[config.mk]
export PLATFORM = sky130hd
export DESIGN_NAME = frag_writer
export DESIGN_NICKNAME = d
export VERILOG_FILES = /design/src/rtl/frag_writer.sv
export SDC_FILE = /design/constraint.sdc
export NUM_CORES = 1
export LEC_CHECK = 0
export CAP_MARGIN = 0
export CORE_ASPECT_RATIO = 1.25
export CORE_UTILIZATION = 36
export CTS_CLUSTER_DIAMETER = 50
export DETAILED_ROUTE_END_ITERATION = 8
export PLACE_DENSITY = 0.67
export SLEW_MARGIN = 20
export SYNTH_ARGS = -nofsm -noshare
export SYNTH_HDL_FRONTEND = slang
export SYNTH_SLANG_ARGS = --single-unit
[constraint.sdc]
create_clock -name clk -period 6.3 [get_ports clk]
set_input_delay 1.26 -clock clk [delete_from_list [all_inputs] [get_ports clk]]
set_output_delay 1.26 -clock clk [all_outputs]
set_load 0.01 [all_outputs]
[src/rtl/frag_writer.sv]
// Pops generator fragments, clips them to the framebuffer and writes one flat-colour pixel per survivor.
// Pop-to-request is 2 cycles (3 per written pixel); a stalled mem_ack holds the block in WRITE with no further pops.
module frag_writer #(
  parameter int unsigned FB_WIDTH  = 640,
  parameter int unsigned FB_HEIGHT = 480
) (
  input  logic        clk,
  input  logic        rst,
  input  logic        start,
  input  logic [31:0] color,
  input  logic [31:0] fb_base,
  input  logic        frag_val,
  input  logic [31:0] frag_x,
  input  logic [31:0] frag_y,
  output logic        pop_frag,
  input  logic        raster_done,
  output logic        mem_req,
  output logic [31:0] mem_addr,
  output logic [31:0] mem_data,
  input  logic        mem_ack,
  output logic        ready,
  output logic        done,
  output logic [31:0] frag_count,
  output logic [31:0] clip_count
);

  typedef enum logic [2:0] {IDLE, ACCEPT, CHECK, WRITE, FINISH} state_t;

  state_t      state, state_nxt;
  logic [31:0] color_q, base_q, x_q, y_q;
  logic [31:0] pix_off;
  logic        seen_done;
  logic        in_range;
  logic        write_ack;

  assign in_range  = (x_q < FB_WIDTH) && (y_q < FB_HEIGHT);
  assign pix_off   = (y_q * FB_WIDTH + x_q) << 2;
  assign write_ack = mem_req && mem_ack;

  always_comb begin
    state_nxt = state;
    pop_frag  = 1'b0;
    case (state)
      IDLE:   if (start) state_nxt = ACCEPT;
      ACCEPT: begin
        // A queued fragment always wins over completion so the FIFO drains fully.
        if (frag_val) begin
          pop_frag  = !rst;
          state_nxt = CHECK;
        end else if (seen_done || raster_done) begin
          state_nxt = FINISH;
        end
      end
      CHECK:  state_nxt = in_range ? WRITE : ACCEPT;
      WRITE:  if (write_ack) state_nxt = ACCEPT;
      FINISH: state_nxt = IDLE;
      default: state_nxt = IDLE;
    endcase
  end

  always_ff @(posedge clk) begin
    if (rst) begin
      state      <= IDLE;
      ready      <= 1'b0;
      mem_req    <= 1'b0;
      done       <= 1'b0;
      mem_addr   <= '0;
      mem_data   <= '0;
      frag_count <= '0;
      clip_count <= '0;
      color_q    <= '0;
      base_q     <= '0;
      x_q        <= '0;
      y_q        <= '0;
      seen_done  <= 1'b0;
    end else begin
      state   <= state_nxt;
      ready   <= (state_nxt == IDLE);
      mem_req <= (state_nxt == WRITE);
      done    <= (state_nxt == FINISH);
      if (state != IDLE && raster_done) seen_done <= 1'b1;
      case (state)
        IDLE: begin
          if (start) begin
            color_q    <= color;
            base_q     <= fb_base;
            frag_count <= '0;
            clip_count <= '0;
            seen_done  <= 1'b0;
          end
        end
        ACCEPT: begin
          if (frag_val) begin
            x_q <= frag_x;
            y_q <= frag_y;
          end
        end
        CHECK: begin
          if (in_range) begin
            mem_addr <= base_q + pix_off;
            mem_data <= color_q;
          end else begin
            clip_count <= clip_count + 32'd1;
          end
        end
        WRITE: if (write_ack) frag_count <= frag_count + 32'd1;
        default: ;
      endcase
    end
  end

endmodule

# Word-level counts from Yosys, hierarchy flattened
# Index checks and enable logic that the tools add are counted.
# op_classes
n_addsub,4
mul,1
magnitude_cmp,2
n_eq_ne,8
muxes,16
reduce_logical,15
# ops
cell,count
32-bit case mux with 2 select lines,2
32-bit two-way mux,3
"32-bit by 1-bit adder with 32-bit output, second input constant",2
32-bit adder,1
"32-bit by 10-bit < comparator with 1-bit output, second input constant",1
"32-bit by 9-bit < comparator with 1-bit output, second input constant",1
"32-bit by 3-bit multiplier with 23-bit output, second input constant",1
30-bit adder,1
3-bit two-way mux,4
3-bit case mux with 4 select lines,1
"3-bit by 2-bit == test with 1-bit output, second input constant",3
3-bit zero test,2
"2-bit != test, second input constant",3
2-bit AND reduction,3
3-bit AND reduction,2
1-bit two-way mux,5
2-bit nonzero test,2
"3-bit by 1-bit == test with 1-bit output, second input constant",1
"3-bit == test, second input constant",1
1-bit logical AND,3
3-bit nonzero test,1
2-bit two-way mux,1
1-bit zero test,1
1-bit logical OR,1
# word_totals
reg_bits,263
inputBits,134
out_inout_bits,132

# Depth between registers and ports, before layout
# logic_depth
word_depth,5
depth_mapped,29
depth_no_buf,29

# Worst setup path after synthesis
# No wires, ideal clock.
# synth_path
kind,register -> register
start,register y_q[1]
end,register mem_addr[31]
setup_time_ns,0.128
t_arrival_ns,5.400
path_slack_ns,0.772
path_stages_with_launch,30
path_buffers,0
period_less_slack_ns,5.528
cell_sequence,dfxtp_1 ha_1 ha_1 fa_1 a21o_1 a21oi_1 o21bai_1 a21oi_1 o21bai_1 a21oi_1 o21bai_1 a21oi_1 xnor2_1 ha_1 or2_2 o41ai_1 a21oi_1 a21o_1 a21oi_1 xnor2_1 ha_1 and3_1 nand2_1 or3_1 nand3_1 o2111ai_1 nand2_1 xnor3_1 mux2i_1 nor2_1
# synth_between
elab_chain_len,3
elab_cells_between_ends,6
cone_classes,2 x add/sub; 1 x mul; 1 x order compare; 2 x reduce/logical
# synth_lines
element,line_no,source
from (decl),30,"logic [31:0] color_q, base_q, x_q, y_q;"
from (signal assigned),95,y_q <= frag_y;
32-bit by 3-bit multiplier with 23-bit output or 32-bit by 9-bit < comparator with 1-bit output (tied branches),"37, 36",
30-bit adder or 1-bit logical AND (tied branches),"37, 36",
32-bit adder or 2-bit AND reduction (tied branches),--,
to (signal assigned),100,mem_addr <= base_q + pix_off;
to (decl),18,"output logic [31:0] mem_addr,"
# Several ways; a longest one is shown, not always the timed one.
# A chain may end at the register's enable or synchronous reset.

# Worst setup path in the final report
# Ends and elaborated chain as after synthesis.

==> flow_metrics.py <==
metrics = {
    "outcome": {
        "status": "finished clean",
    },
    "clocking": {
        "cts_tree": "done",
        "insertion_delay_ns": 0.58,
        "clock-root-buffer": "clkbuf_16",
        "clk_pin_slew_worst_paths_ns": 0.06,
        "numCtsBuffers": 31,
        "htreeDepth": 1,
        "cts_buffer_depth": 3,
        "cts.sinks": 263,
    },
    "power_and_ir_drop": {
        "power_switching_uw": 1080,
        "comb_power_share_pct": 12.7,
        "ir_drop_v": 0.0001932,
        "switching_share_pct": 26.25,
        "finalPower_uw": 4115,
        "leakage_uw": 0.006829,
        "p_per_area_nw_per_um2": 236.9,
        "pwr-share-clk_pct": 44.6,
        "p_int_uw": 3035,
        "p_seq_share_pct": 42.7,
    },
    "global_routing": {
        "grt_pass1_vias": 11411,
        "grt_pass1_wl_mm": 57.36,
        "grt_start_max_net_pins": 105,
        "grt.overflow.total": 0,
        "antenna_found_initial": 0,
        "track_usage_pct": 18.66,
    },
    "worst_setup_path": {
        "slowest_stage": "fa_1",
        "rrSetupSlack_ns": 0.34,
        "critPathMaxStageDelay_ns": 0.41,
        "worstSetupPathType": "reg -> reg",
        "cp.arrival_ns": 6.39,
        "r2r-end": "mem_addr[31]$_SDFFE_PP0P_",
        "crit_top_cell": "ha_1",
        "required_ns": 6.73,
        "critPathLaunchType": "register",
        "cp_max_fo": 4,
        "timing.rr.start": "y_q[1]$_SDFFE_PP0P_",
        "ff2ff_path_depth": 29,
        "crit_start": "y_q[1]$_SDFFE_PP0P_",
        "cp-end-kind": "register",
    },
    "yosys": {
        "synth_seq_cells": 263,
        "syn_nets": 1824,
        "syn_avg_cell_area_sq_um": 8.307,
        "synth_cell_types": 70,
        "synth_area_sq_um": 13240,
        "synth_edf_count": 0,
        "syn_inst": 1594,
        "synth-main-ff-cell": "dfxtp_1",
        "yosys_warnings": 0,
        "async_flop_share_pct": 0,
        "seq_area_frac_synth_pct": 39.76,
    },
    "sta": {
        "relSlewSlack_pct": 29.87,
        "setup_tns_ns": 0,
        "slew_viol_final": 0,
        "fin_crit_sh_pct": 94.61,
        "max_slew.worst_pin.slew_ns": 1.052,
        "skew_ns": 0.008638,
        "clock.fmax_ghz": 0.1678,
        "finalHoldViolCount": 0,
        "post-route-min-period_ns": 5.960,
        "worst_slack_ns": 0.3397,
        "finalSetupViolations": 0,
        "holdWs_ns": 0.4539,
    },
    "die": {
        "pin_count": 266,
        "dieHeight_um": 216.4,
        "initial_core_util_pct": 36.47,
        "die-area_sq_um": 37560,
        "die_x_um": 173.5,
        "fp.coreArea_sq_um": 36300,
        "row_count": 78,
    },
    "min_path": {
        "hold_depth": 2,
        "hp-class": "reg -> reg",
        "min_to": "color_q[1]$_SDFFE_PP0P_",
        "min_from": "color_q[1]$_SDFFE_PP0P_",
    },
    "placed_design": {
        "dp.cells": 2277,
        "dp_slack_ns": 0.2676,
        "place_congestion": 0.8709,
        "dp_hpwl_mm": 26.17,
        "io_buffers": 265,
    },
    "final_layout": {
        "diodes": 0,
        "final_cells": 2334,
        "nNetsFinal": 2060,
        "layout_commonest_cell": "nand2_1",
        "drive_above_1_share_pct": 4.854,
        "final_cell_mix": "nand2_1, clkdlybuf4s50_1, dfxtp_1, a21oi_1, nor2_1",
        "syn2layout_area_growth_pct": 31.18,
    },
    "drt": {
        "vias_per_cell": 5.093,
        "firstDrtPassIters": 5,
        "drt_iter0_markers": 574,
        "ant_nets": 0,
        "wl_mm": 36.01,
        "drc": 0,
        "wl_per_cell_um": 15.43,
        "vias": 11887,
    },
    "job": {
        "cap_viol_max_count": 0,
    },
}
[per-layer routing]
| metal | global-route usage, % | part of all wire [%] | wire length, um |
|---|---|---|---|
| met1 | 21.26 | 42 | 15040 |
| met2 | 33.51 | 49 | 17520 |
| met3 | 4.719 | 6.6 | 2382 |
| met4 | 6.578 | 3.0 | 1073 |
| met5 | 0 | 0 | 0 |
[final cells by class]
cell class	count	area, sq um
inverters	20	75.07
flip-flops and latches	263	5265
repair buffers	275	2729
clock inverters	18	205.2
fillers	3559	18930
clock buffers	39	845.8
multi-input cells	1239	7650
well taps	480	600.6
[logic make-up after synthesis]
group / count (synthesis) / share of synthesized area, %
compound gates: 331 / 14.57
fa+ha+maj: 96 / 9.241
buf+inv: 92 / 2.712
mux: 53 / 4.016
flops: 263 / 39.76
xor+xnor: 106 / 7.115
simple gates: 653 / 22.58
[worst max-delay path by stage]
| stage | to | slack [ns] |
|---|---|---|
| global route | mem_addr[31]$_SDFFE_PP0P_ | -0.009 |
| floorplan | mem_addr[31]$_SDFFE_PP0P_ | 0.77 |
| finish | mem_addr[31]$_SDFFE_PP0P_ | 0.34 |
| global placement | mem_addr[31]$_SDFFE_PP0P_ | 0.41 |
| CTS | mem_addr[31]$_SDFFE_PP0P_ | 0.24 |
| detailed placement | mem_addr[31]$_SDFFE_PP0P_ | 0.27 |
[state kept, by name (all words and copies together) (netlist names)]
name        flops
seen_done       1
y_q            32
x_q            32
clip_count     32
base_q         32
frag_count     32
done            1
ready           1
mem_addr       32
mem_req         1
color_q        32
mem_data       32
state           3
[what timing repair did]
| action | CTS | global route |
|---|---|---|
| resized for setup | 0 | 4 |
| setup buffers | 0 | 0 |
| hold buffers | 0 | 0 |
| setup endpoints to repair | 0 | 1 |
[power groups by stage]
stage / Combinational (uW) / Sequential [uW] / Clock (uW)
final: 524 / 1760 / 1830
after global routing: 582 / 1760 / 1960
after CTS: 531 / 1760 / 1890
after detailed placement: 528 / 1790 / 0
after global placement: 520 / 1790 / 0
after floorplan: 335 / 1780 / 0
[critical path, delay by kind of cell, from the launching register on]
family          cells  cell delay [ns]
fa+ha+maj           5             1.55
xor+xnor            3             0.60
flops               1             0.40
compound gates     13             1.90
simple gates        7             1.23
mux                 1             0.13
[cells in the mapped netlist (all sizes together), types with 3 or more instances]
cell type  count  area (sq um)
a211o          4         35.03
a211oi         7         57.55
a21boi         4         30.03
a21o          26         195.2
a21oi        192         964.7
a31oi          9         56.30
and2           5         31.28
and3          21         136.4
and4           9         78.83
buf           13         62.56
clkbuf        59         221.5
dfxtp        263          5265
fa             3         60.06
ha            93          1164
inv           20         75.07
mux2i         52         520.5
nand2        314          1179
nand2b        22         145.1
nand3         33         170.2
nand3b         3         22.52
nand4         16         100.1
nor2         141         529.3
nor2b          9         56.30
nor3          23         141.4
nor3b         11         82.58
nor4          14         93.84
o2111ai        5         43.79
o211ai         4         35.03
o21a           7         52.55
o21ai         42         210.2
o21bai         9         67.56
o22ai          5         31.28
o311ai         4         35.04
or2            5         31.28
or3           18         112.6
xnor2         48         420.4
xor2          57         499.2
[through the flow]
step,cell area [sq um],utilization (%)
after floorplan,13240,-
after global placement,16300,44.90
after detailed placement,16300,44.90
after CTS,17350,47.79
after global routing,17370,47.85
final,17370,47.85
Power figures use the tool's default switching activity.
